### config.mk
export PLATFORM = sky130hd
export DESIGN_NAME = masked_sbox_seq
export DESIGN_NICKNAME = d
export VERILOG_FILES = /design/src/rtl/masked_sbox_seq.sv
export SDC_FILE = /design/constraint.sdc
export NUM_CORES = 1
export LEC_CHECK = 0
export ABC_AREA = 1
export BUFFER_PORTS_ARGS = -buffer_cell sky130_fd_sc_hd__buf_4
export CORE_ASPECT_RATIO = 1.75
export CORE_UTILIZATION = 40
export DETAILED_ROUTE_END_ITERATION = 8
export PLACE_DENSITY = 0.64
export SYNTH_ARGS = -nofsm -noshare
export SYNTH_HDL_FRONTEND = slang
export SYNTH_SLANG_ARGS = --single-unit
### constraint.sdc
create_clock -name clk -period 1.95 [get_ports clk]
set_clock_uncertainty 0.2 [all_clocks]
set_input_delay 0.39 -clock clk [delete_from_list [all_inputs] [get_ports clk]]
set_output_delay 0.39 -clock clk [all_outputs]
set_load 0.01 [all_outputs]
### src/rtl/masked_sbox_seq.sv
// Sequencer for the three-share masked AES S-box pipeline: request handshake,
// 2-entry fresh-randomness FIFO, global stage enable and stage-aligned randomness.
// Optional eval_cnt output is built when MASKED_SBOX_SEQ_CNT_EN is defined.
module masked_sbox_seq #(
    parameter int LAT    = 4,
    parameter int RSTAGE = 1,
    parameter int RND_W  = 6
) (
    input  logic             clk,
    input  logic             rst_n,
    input  logic             req_valid,
    output logic             req_ready,
    input  logic [RND_W-1:0] rnd_in,
    input  logic             rnd_valid,
    output logic             rnd_ready,
    output logic             sbox_en,
    output logic [RND_W-1:0] sbox_r,
    output logic             out_valid,
    input  logic             out_ready,
    input  logic             flush,
    output logic             done,
    output logic             busy
`ifdef MASKED_SBOX_SEQ_CNT_EN
    ,
    output logic [15:0]      eval_cnt
`endif
);

    typedef enum logic [1:0] {
        ST_IDLE  = 2'd0,
        ST_RUN   = 2'd1,
        ST_DRAIN = 2'd2
    } state_t;

    state_t           state_q, state_d;
    logic [LAT-1:0]   v_q, v_d;
    logic [RND_W-1:0] rp_q [RSTAGE];
    logic [RND_W-1:0] rp_d [RSTAGE];
    logic [RND_W-1:0] fifo_mem_q [2];
    logic [RND_W-1:0] fifo_mem_d [2];
    logic             fifo_rd_q, fifo_rd_d;
    logic             fifo_wr_q, fifo_wr_d;
    logic [1:0]       fifo_cnt_q, fifo_cnt_d;
    logic             done_q, done_d;

    logic advance;
    logic accept;
    logic push;
    logic fifo_full;
    logic fifo_nonempty;

    assign fifo_full     = (fifo_cnt_q == 2'd2);
    assign fifo_nonempty = (fifo_cnt_q != 2'd0);

    // The whole pipeline moves together; only a refused output holds it.
    assign advance   = !(v_q[LAT-1] && !out_ready);
    assign req_ready = (state_q == ST_RUN) && advance && fifo_nonempty && !flush;
    assign accept    = req_valid && req_ready;
    assign rnd_ready = !fifo_full;
    assign push      = rnd_valid && rnd_ready;

    assign sbox_en   = advance;
    assign sbox_r    = rp_q[RSTAGE-1];
    assign out_valid = v_q[LAT-1];
    assign done      = done_q;
    assign busy      = (v_q != '0) || (state_q != ST_IDLE);

    // Randomness FIFO: a pushed word is only visible from the next cycle.
    always_comb begin
        fifo_mem_d = fifo_mem_q;
        if (push) begin
            fifo_mem_d[fifo_wr_q] = rnd_in;
        end
        fifo_wr_d  = fifo_wr_q ^ push;
        fifo_rd_d  = fifo_rd_q ^ accept;
        fifo_cnt_d = fifo_cnt_q + {1'b0, push} - {1'b0, accept};
    end

    always_comb begin
        v_d = v_q;
        if (advance) begin
            v_d = {v_q[LAT-2:0], accept};
        end
    end

    // Words move with their own evaluation only, so bubbles leave sbox_r untouched.
    always_comb begin
        rp_d = rp_q;
        if (accept) begin
            rp_d[0] = fifo_mem_q[fifo_rd_q];
        end
        for (int k = 1; k < RSTAGE; k++) begin
            if (advance && v_q[k-1]) begin
                rp_d[k] = rp_q[k-1];
            end
        end
    end

    always_comb begin
        state_d = state_q;
        done_d  = 1'b0;
        case (state_q)
            ST_IDLE: begin
                if (fifo_full) begin
                    state_d = ST_RUN;
                end
            end
            ST_RUN: begin
                if (flush) begin
                    state_d = ST_DRAIN;
                end
            end
            ST_DRAIN: begin
                if (v_d == '0) begin
                    state_d = ST_IDLE;
                    done_d  = 1'b1;
                end
            end
            default: state_d = ST_IDLE;
        endcase
    end

    always_ff @(posedge clk) begin
        if (!rst_n) begin
            state_q    <= ST_IDLE;
            v_q        <= '0;
            fifo_rd_q  <= 1'b0;
            fifo_wr_q  <= 1'b0;
            fifo_cnt_q <= 2'd0;
            done_q     <= 1'b0;
            for (int k = 0; k < RSTAGE; k++) begin
                rp_q[k] <= '0;
            end
            for (int k = 0; k < 2; k++) begin
                fifo_mem_q[k] <= '0;
            end
        end else begin
            state_q    <= state_d;
            v_q        <= v_d;
            fifo_rd_q  <= fifo_rd_d;
            fifo_wr_q  <= fifo_wr_d;
            fifo_cnt_q <= fifo_cnt_d;
            done_q     <= done_d;
            rp_q       <= rp_d;
            fifo_mem_q <= fifo_mem_d;
        end
    end

`ifdef MASKED_SBOX_SEQ_CNT_EN
    logic [15:0] eval_cnt_q, eval_cnt_d;

    always_comb begin
        eval_cnt_d = eval_cnt_q;
        if (v_q[LAT-1] && out_ready) begin
            eval_cnt_d = eval_cnt_q + 16'd1;
        end
    end

    always_ff @(posedge clk) begin
        if (!rst_n) begin
            eval_cnt_q <= 16'd0;
        end else begin
            eval_cnt_q <= eval_cnt_d;
        end
    end

    assign eval_cnt = eval_cnt_q;
`endif

endmodule

==> results of run 1 <==
[layout by cell type, fill, tap and decap left out, drive strengths merged]
cell / netlist / layout
nor3: 1 / 1
xnor2: 1 / 1
nand3: 2 / 2
nor2: 53 / 53
buf: 1 / 26
ha: 4 / 4
o21ai: 22 / 22
nand2: 29 / 29
a21oi: 5 / 5
or2: 1 / 1
clkbuf: 2 / 7
inv: 17 / 17
dfxtp: 29 / 29
[registers in the layout, summed over array words and instances (netlist names)]
name        count
done            1
fifo_cnt_q      2
fifo_mem_q     12
fifo_rd_q       1
fifo_wr_q       1
sbox_r          6
state_q         2
v_q             4
[power by group through the flow]
stage	Sequential (mW)	Combinational [mW]	Clock (mW)
finish	0.650	0.155	0.487
global route	0.655	0.183	0.512
CTS	0.649	0.157	0.499
detailed placement	0.662	0.155	0
global placement	0.660	0.151	0
floorplan	0.658	0.103	0
[synth_stat cells (all sizes together)]
cell	instances
nor2	53
dfxtp	29
nand2	29
o21ai	22
inv	17
a21oi	5
ha	4
clkbuf	2
nand3	2
buf	1
nor3	1
or2	1
xnor2	1
[repair_timing]
item | CTS | global route
gates resized for setup | 0 | 2
buffers inserted | 0 | 0
hold endpoints to repair | 0 | 0
endpoints found under the setup margin | 0 | 1
[cell type report]
| type | instances | area, um^2 | share of cell area, % |
|---|---|---|---|
| Clock buffer | 7 | 86.3 | 5.64 |
| Inverter | 17 | 66.3 | 4.33 |
| Multi-Input combinational cell | 118 | 567 | 37.0 |
| Sequential cell | 29 | 582 | 38.0 |
| Tap cell | 28 | 35.0 | 2.29 |
| Timing Repair Buffer | 26 | 195 | 12.7 |
[how the worst max path moves through the flow]
stage                           from       endpoint  slack [ns]  cells after the start
final                         v_q[1]           busy        0.11                      4
after floorplan               v_q[3]  fifo_cnt_q[1]        0.06                     11
after detailed placement   out_ready  fifo_cnt_q[1]      -0.002                     11
after global routing      state_q[1]  fifo_cnt_q[1]        0.03                     11
after CTS                     v_q[1]           busy        0.08                      4
after global placement     out_ready  fifo_cnt_q[1]        0.05                     11
[metrics by stage]
| stage | setup slack, ns | utilization [%] | power (mW) |
|---|---|---|---|
| floorplan | 0.0617 | - | 0.760 |
| global placement | 0.0456 | 49.2 | 0.811 |
| detailed placement | -0.00249 | 49.2 | 0.816 |
| CTS | 0.0834 | 52.2 | 1.30 |
| global route | 0.0337 | 52.3 | 1.35 |
| finish | 0.106 | 52.3 | 1.29 |
[layer usage]
layer  track usage, %  wire (um)  vias to the layer above
met1             16.6       1010                      479
li1                 -          -                      574
met4             10.4         66                        0
met3             5.28        118                        7
met2             34.7       1320                       22
met5                0          0                        -
[cells by family after synthesis]
group,share of synthesized area [%]
buffers and inverters,6.44
xor gates and xnor gates,0.716
DFF,47.4
adders and majority gates,4.09
AOI/OAI and AO/OA,11.4
and+or+nand+nor,30.0
[critical path, stage by stage (launching register included)]
cell and delay [ns]:
dfxtp_1 0.32, or2_2 0.30, nor3_1 0.15, nand2_1 0.07
buf_4 0.14
==> run summary, run 1 <==
status = finished, violations left
failing checks = DRC
Placed Cells = 218
Sink Count = 29
first-pass GRT wire length = 4320 um
antenna cells = 0
Avg WL per Cell = 11.2 um
sequential share of power = 50.3%
Slew @ Worst Pin = 0.286 ns
# nets final = 213
Synth area leader = dfxtp_1
Die Ht = 75.2 um
RePlAce Congestion = 0.740
Total GRT Usage = 18.3%
clock share of power = 37.7%
RR Endpoint = fifo_cnt_q[1]
Netlist Area Pre-Place = 1220 um^2
CTS H-Tree Depth = 2
post-DP HPWL = 1840 um
CTS tree = done
Worst setup SP type = register
final setup vio count = 0
# fillers = 329
crit path capture type = output pin
r2r setup slk = 0.16 ns
Core Footprint = 2930 um^2
Required @ worst endpoint = 1.36 ns
Area after DPL = 1440 um^2
Sw Ratio = 24.5%
FF-to-FF path depth = 11
vias per cell = 4.81
Switching Power = 317 uW
TNS Setup = 0 ns
Clock Tree Buf Depth = 2
top cell type's share of synthesized area = 47.4%
initial antenna violation count = 0
hold slack = 0.145 ns
largest net degree at the start of global routing = 26
total of warnings raised by yosys = 0
crit path DAT = 1.25 ns
Fin. Hold Viols = 0
kind of critical path = reg -> out
remaining antenna violation count = 0
max cap viols = 0
DIE AREA = 3290 um^2
DRC errors left = 5
CTS Hold Bufs = 0
Initial Utilization = 41.8%
io pins = 24
register area share after synthesis = 47.4%
Post-Syn Nets = 183
Hold Path Origin = rnd_in[3]
Fmax = 542 MHz
Layout Cell Area excl Fill = 1530 um^2
unrepaired setup endpoints after global routing = false
CTS buffer count = 5
worst reg2reg startpoint = v_q[3]
Worst Hold Path EP = fifo_mem_q[3]
cell count after synthesis = 167
Tmin final = 1.84 ns
WL final = 2520 um
Clock transition at path regs = 0.06 ns
Internal Dissipation = 975 uW
post-route insts no fill = 225
vias in the first global route = 1042
CP max FO = 3
count of input and output buffers = 23
synth top area cells = dfxtp_1 47%, nor2_1 15%, o21ai_0 9.0%
worst-skew pair later-pin latency = 0.28 ns
area grow syn2layout = 25.2%
headroom to the max-slew limit = 80.9%
GRT overflow = 0
Hold Path Class = in -> reg
average cell area after synthesis = 7.33 um^2
Root Buffer Master = clkbuf_8
Slew Viols, Final = 0
Power Density = 844 nW/um^2
initial DRC count = 19
row count = 26
Hold Crit Depth = 3
width of the die = 43.8 um
Seq cells post-synth = 29
layout cells sized above 1 = 21.8%
final worst-path cycle share = 94.6%
Logic pwr share = 12.0%
Lkg Pwr = 0.724 nW
maximum ir drop on the vdd rail = 0.000538 V
via count = 1082
Synth cell types = 19
first drt pass iteration count = 6
Power figures use the tool's default switching activity.
==> run 2: changes to the inputs <==
--- a/config.mk
+++ b/config.mk
@@ -9,7 +9,9 @@
 export BUFFER_PORTS_ARGS = -buffer_cell sky130_fd_sc_hd__buf_4
 export CORE_ASPECT_RATIO = 1.75
 export CORE_UTILIZATION = 40
+export CTS_CLUSTER_DIAMETER = 50
 export DETAILED_ROUTE_END_ITERATION = 8
+export GPL_TIMING_DRIVEN = 1
 export PLACE_DENSITY = 0.64
 export SYNTH_ARGS = -nofsm -noshare
 export SYNTH_HDL_FRONTEND = slang
==> constraint.sdc (replaced) <==
create_clock -name clk -period 1.95 [get_ports clk]
set_clock_uncertainty 0.2 [all_clocks]
set_input_delay 0.39 -clock clk [delete_from_list [all_inputs] [get_ports clk]]
set_output_delay 0.39 -clock clk [all_outputs]
set_load 0.1 [all_outputs]
==> run 2 against run 1 <==
The flow still finishes with violations (DRC). First-iteration DRC count decreased by 16%. Sequential power rose by 0.6%. Sequential share of layout area is 1.9 points lower. Largest power group unchanged.
==> run summary, run 2 (synthesis results as in run 1) <==
status = finished, violations left
failing checks = DRC
WL final = 2540 um (+0.87%)
Clock transition at path regs = 0.06 ns (about the same)
Required @ worst endpoint = 1.36 ns (about the same)
area grow syn2layout = 33.0%
Die Ht = 75.2 um (unchanged)
Biggest register = fifo_mem_q
CTS Hold Bufs = 0 (unchanged)
Avg WL per Cell = 11.2 um (+0.43%)
CTS buffer count = 5 (unchanged)
Worst setup SP type = register
kind of critical path = reg -> out
final setup vio count = 0 (unchanged)
commonest cells after routing, fill and taps aside = 48 x nor2_1, 26 x nand2_1, 26 x dfxtp_1, 24 x buf_4, 20 x o21ai_0
hold slack = 0.146 ns (+0.000257 ns)
worst-skew pair later-pin latency = 0.28 ns (about the same)
sequential share of power = 46.7% (-3.6 points)
headroom to the max-slew limit = 81.1% (+0.19 points)
# nets final = 213 (unchanged)
maximum ir drop on the vdd rail = 0.000541 V (+0.59%)
final worst-path cycle share = 96.7% (+2.1 points)
Total GRT Usage = 18.2% (-0.022 points)
Core Footprint = 2930 um^2 (unchanged)
Slew @ Worst Pin = 0.284 ns (-0.00277 ns)
Slew Viols, Final = 0 (unchanged)
GRT overflow = 0 (unchanged)
Placed Cells = 218 (unchanged)
crit path DAT = 1.30 ns (+0.05 ns)
CTS tree = done
largest net degree at the start of global routing = 26 (unchanged)
Switching Power = 375 uW (+18%)
first drt pass iteration count = 6 (unchanged)
post-DP HPWL = 1940 um (+5.4%)
layout cells sized above 1 = 30.8% (+9.0 points)
commonest non-fill, non-tap cell in the layout = nor2_1
max reg flops = 12 (unchanged)
post-route insts no fill = 226 (+0.44%)
Fin. Hold Viols = 0 (unchanged)
Fmax = 530 MHz (-2.2%)
DRC errors left = 2 (-3)
unrepaired setup endpoints after global routing = false
vias in the first global route = 1092 (+4.8%)
max cap viols = 0 (unchanged)
CTS H-Tree Depth = 2 (unchanged)
Logic pwr share = 15.2% (+3.2 points)
Sink Count = 29 (unchanged)
DIE AREA = 3290 um^2 (unchanged)
Initial Utilization = 41.8% (unchanged)
Lkg Pwr = 0.732 nW (+1.1%)
first-pass GRT wire length = 4280 um (-0.95%)
initial antenna violation count = 0 (unchanged)
via count = 1100 (+1.7%)
CP max FO = 3 (unchanged)
Hold Path Class = in -> reg
Power Density = 861 nW/um^2 (+2.0%)
initial DRC count = 16 (-3)
Internal Dissipation = 1.03 mW (+5.2%)
post-CTS setup buffer count = 0 (unchanged)
# resized after CTS = 4 (+4)
io pins = 24 (unchanged)
remaining antenna violation count = 0 (unchanged)
antenna cells = 0 (unchanged)
# fillers = 298 (-9.4%)
Root Buffer Master = clkbuf_8
vias per cell = 4.87 (+1.2%)
crit path capture type = output pin
Clock Tree Buf Depth = 2 (unchanged)
width of the die = 43.8 um (unchanged)
row count = 26 (unchanged)
Sw Ratio = 26.8% (+2.2 points)
Tmin final = 1.89 ns (+0.0413 ns)
clock share of power = 38.1% (+0.4 points)
Finished Core Util = 55.6% (+3.3 points)
count of input and output buffers = 23 (unchanged)
RePlAce Congestion = 0.747 (+0.85%)
[run 2: cell types whose count changed in the layout (fill, tap and decap cells not counted), sizes merged]
cell | before | now
clkinvlp | 0 | 1
clkinv | 0 | 1
inv | 17 | 16
[run 2: metal layers]
metal	vias up	track usage (%)	share of wire [%]
met5	-	0	0
met4	0	12.8	4.1
met3	8	6.00	3.6
met2	26	33.8	54
met1	492	15.7	38
li1	574	-	-
[run 2: final timing paths]
check	from	endpoint	slack, ns	cells after the start
max	v_q[1]	busy	0.06	4
min	rnd_in[5]	fifo_mem_q[11]	0.15	3
max reg2reg	fifo_cnt_q[0]	fifo_cnt_q[1]	0.16	10
min reg2reg	sbox_r[3]	sbox_r[3]	0.28	2
[run 2: area by class of cell]
cell class | instances | area [um^2] | share of cell area (%)
Timing Repair Buffer | 26 | 203 | 12.5
Inverter | 17 | 70.1 | 4.30
Sequential cell | 29 | 587 | 36.0
Clock buffer | 7 | 96.3 | 5.92
Tap cell | 28 | 35.0 | 2.15
Multi-Input combinational cell | 118 | 632 | 38.8
Clock inverter | 1 | 5.00 | 0.307
[run 2: power by group through the flow]
stage / clock network, mW / logic (mW) / registers (mW)
detailed placement: 0 / 0.212 / 0.666
global route: 0.574 / 0.238 / 0.657
finish: 0.534 / 0.213 / 0.654
global placement: 0 / 0.208 / 0.665
floorplan: 0 / 0.149 / 0.671
CTS: 0.556 / 0.216 / 0.654
[run 2: critical path, cell delays in order, from the launching register on]
cell and delay, ns:
dfxtp_1 0.32, or2_2 0.31, nor3_2 0.12, nand2_1 0.08
buf_6 0.19
[run 2: per-stage QoR]
step | setup slack [ns] | instance area, um^2 | power, mW | setup TNS [ns]
6_report | 0.0643 | 1630 | 1.40 | 0
3_5_place_dp | 0.0347 | 1510 | 0.879 | 0
3_3_place_gp | 0.0931 | 1510 | 0.873 | 0
4_1_cts | 0.0355 | 1630 | 1.43 | 0
2_1_floorplan | -0.168 | 1290 | 0.819 | -0.642
5_1_grt | 0.0175 | 1630 | 1.47 | 0
==> run 3: changes to the inputs <==
--- a/config.mk
+++ b/config.mk
@@ -13,6 +13,7 @@
 export DETAILED_ROUTE_END_ITERATION = 8
 export GPL_TIMING_DRIVEN = 1
 export PLACE_DENSITY = 0.64
+export SETUP_SLACK_MARGIN = 0.15
 export SYNTH_ARGS = -nofsm -noshare
 export SYNTH_HDL_FRONTEND = slang
 export SYNTH_SLANG_ARGS = --single-unit
==> run 3 against run 2 <==
Sequential power about the same. The flow still finishes with violations (DRC). Final cell count is 2.2% higher. Maximum frequency is 3.2% higher. Final area is 7.8% higher. Wire length rose by 8.7%. First-iteration DRC count increased by 88%. Critical path type unchanged. Core utilization rose by 4.4 points. Register-to-register slack hardly changed. Largest power group unchanged. Critical path depth rose by 2. Critical endpoint is now req_ready.
==> run summary, run 3 (synthesis results as in run 1) <==
# fillers = 275 (-7.7%)
Fin. Hold Viols = 0 (unchanged)
CTS buffer count = 5 (unchanged)
met3 WL post-DR = 126 um (+38%)
Clock transition at path regs = 0.06 ns (about the same)
CTS tree = done
Biggest register = fifo_mem_q
sequential share of power = 42.6% (-4.1 points)
post-DP HPWL = 1920 um (-0.89%)
kind of critical path = reg -> out
commonest non-fill, non-tap cell in the layout = nor2_1
status = finished, violations left
initial DRC count = 30 (+14)
maximum ir drop on the vdd rail = 0.000566 V (+4.6%)
area of the multi-input gates = 671 um^2 (+6.1%)
Placed Cells = 218 (unchanged)
Internal Dissipation = 1.15 mW (+12%)
final worst-path cycle share = 93.7% (-3.0 points)
count of input and output buffers = 23 (unchanged)
CTS H-Tree Depth = 2 (unchanged)
failing checks = DRC
final setup vio count = 0 (unchanged)
Tmin final = 1.83 ns (-0.0589 ns)
DIE AREA = 3290 um^2 (unchanged)
width of the die = 43.8 um (unchanged)
Slew @ Worst Pin = 0.283 ns (-0.000149 ns)
row count = 26 (unchanged)
Buf+Inv Stages, Crit Path = 3 (+2)
max reg flops = 12 (unchanged)
Logic pwr share = 16.2% (+1.0 points)
layout cells sized above 1 = 36.5% (+5.6 points)
Total GRT Usage = 18.7% (+0.46 points)
Slew Viols, Final = 0 (unchanged)
Design Power = 1.54 mW (+9.8%)
max cap viols = 0 (unchanged)
first-pass GRT wire length = 4430 um (+3.5%)
Worst path top cell family by delay = buffers and inverters
area grow syn2layout = 43.5%
vias per cell = 4.96 (+1.8%)
setup ws final = 0.123 ns (+0.0589 ns)
largest stage delay on the critical path = 0.32 ns (about the same)
Root Buffer Master = clkbuf_8
post-route insts no fill = 231 (+2.2%)
Required @ worst endpoint = 1.36 ns (about the same)
vias in the first global route = 1129 (+3.4%)
GRT overflow = 0 (unchanged)
WL met1 = 979 um (+1.6%)
# nets final = 218 (+2.3%)
Initial Utilization = 41.8% (unchanged)
Switching Power = 392 uW (+4.6%)
DRC errors left = 3 (+1)
via count = 1145 (+4.1%)
Clock Tree Buf Depth = 2 (unchanged)
io pins = 24 (unchanged)
Sink Count = 29 (unchanged)
Crit-path slowest cell = dfxtp_1
DR WL met2 = 1580 um (+14%)
crit path DAT = 1.24 ns (-0.06 ns)
WL final = 2760 um (+8.7%)
crit path capture type = output pin
Avg WL per Cell = 11.9 um (+6.4%)
Core Footprint = 2930 um^2 (unchanged)
antenna cells = 0 (unchanged)
Power Density = 877 nW/um^2 (+1.9%)
initial antenna violation count = 0 (unchanged)
Worst setup SP type = register
largest net degree at the start of global routing = 26 (unchanged)
Lkg Pwr = 0.781 nW (+6.6%)
commonest cells after routing, fill and taps aside = 47 x nor2_1, 28 x buf_4, 25 x nand2_1, 23 x dfxtp_1, 21 x o21ai_0
Sw Ratio = 25.5% (-1.3 points)
first drt pass iteration count = 6 (unchanged)
headroom to the max-slew limit = 81.1% (about the same)
Top Metal Used = met4
DP Worst Slack = 0.0542 ns (+0.0195 ns)
Fmax = 547 MHz (+3.2%)
clock share of power = 41.2% (+3.1 points)
crit-path cells = inv_2, nand2_2, nor2_4, inv_2, nor2_4, buf_12
unrepaired setup endpoints after global routing = true
worst-skew pair later-pin latency = 0.28 ns (about the same)
RePlAce Congestion = 0.742 (-0.59%)
CTS Hold Bufs = 0 (unchanged)
Die Ht = 75.2 um (unchanged)
CP max FO = 3 (unchanged)
remaining antenna violation count = 0 (unchanged)
register cell area after layout = 593 um^2 (+1.1%)
Hold Path Class = in -> reg
run 3: cell count changes in the layout (fill, tap and decap cells not counted), sizes merged:
cell    before  now
buf         26   31
bufinv       0    1
clkinv       1    0
run 3: tightest hold or removal path, stage by stage:
cell and delay [ns]:
buf_4 0.08, nor2_1 0.03, nor2_1 0.08
run 3: final timing paths:
| path | from | endpoint | slack (ns) | cells past startpoint |
|---|---|---|---|---|
| worst max register to register | fifo_cnt_q[0] | fifo_cnt_q[1] | 0.16 | 10 |
| worst max-delay path | state_q[1] | req_ready | 0.12 | 6 |
| worst min-delay path | rnd_in[4] | fifo_mem_q[10] | 0.14 | 3 |
| worst min register to register | sbox_r[5] | sbox_r[5] | 0.28 | 2 |
run 3: cell type report:
type	instances	area share, %
clock buffers	7	4.92
repair buffers	31	15.4
well taps	28	2.00
flip-flops and latches	29	33.8
multi-input cells	118	38.2
inverters	17	3.99
clock inverters	1	1.71
run 3: through the flow:
| step | TNS [ns] | hold WS [ns] | instance area [um^2] | utilization, % |
|---|---|---|---|---|
| 5_1_grt | 0 | 0.152 | 1760 | 60.0 |
| 2_1_floorplan | -0.641 | 0.248 | 1300 | - |
| 4_1_cts | 0 | 0.135 | 1680 | 57.5 |
| 3_3_place_gp | 0 | 0.273 | 1520 | 51.8 |
| 3_5_place_dp | 0 | 0.272 | 1520 | 51.8 |
| 6_report | 0 | 0.140 | 1760 | 60.0 |
run 3: timing repair:
item,in CTS,in global routing
gates cloned,0,0
setup endpoints to repair,3,3
resized for setup,11,11
pin swaps,2,4
setup buffers,2,3
run 3: layer usage:
layer,up-vias,track usage (%)
li1,586,-
met1,523,15.9
met2,30,36.3
met3,6,5.28
met4,0,11.5
met5,-,0
run 3: power groups by stage:
| stage | clock network [mW] | registers (mW) | logic (mW) |
|---|---|---|---|
| global route | 0.669 | 0.659 | 0.276 |
| floorplan | 0 | 0.671 | 0.149 |
| detailed placement | 0 | 0.666 | 0.213 |
| CTS | 0.649 | 0.655 | 0.222 |
| finish | 0.634 | 0.656 | 0.249 |
| global placement | 0 | 0.665 | 0.208 |
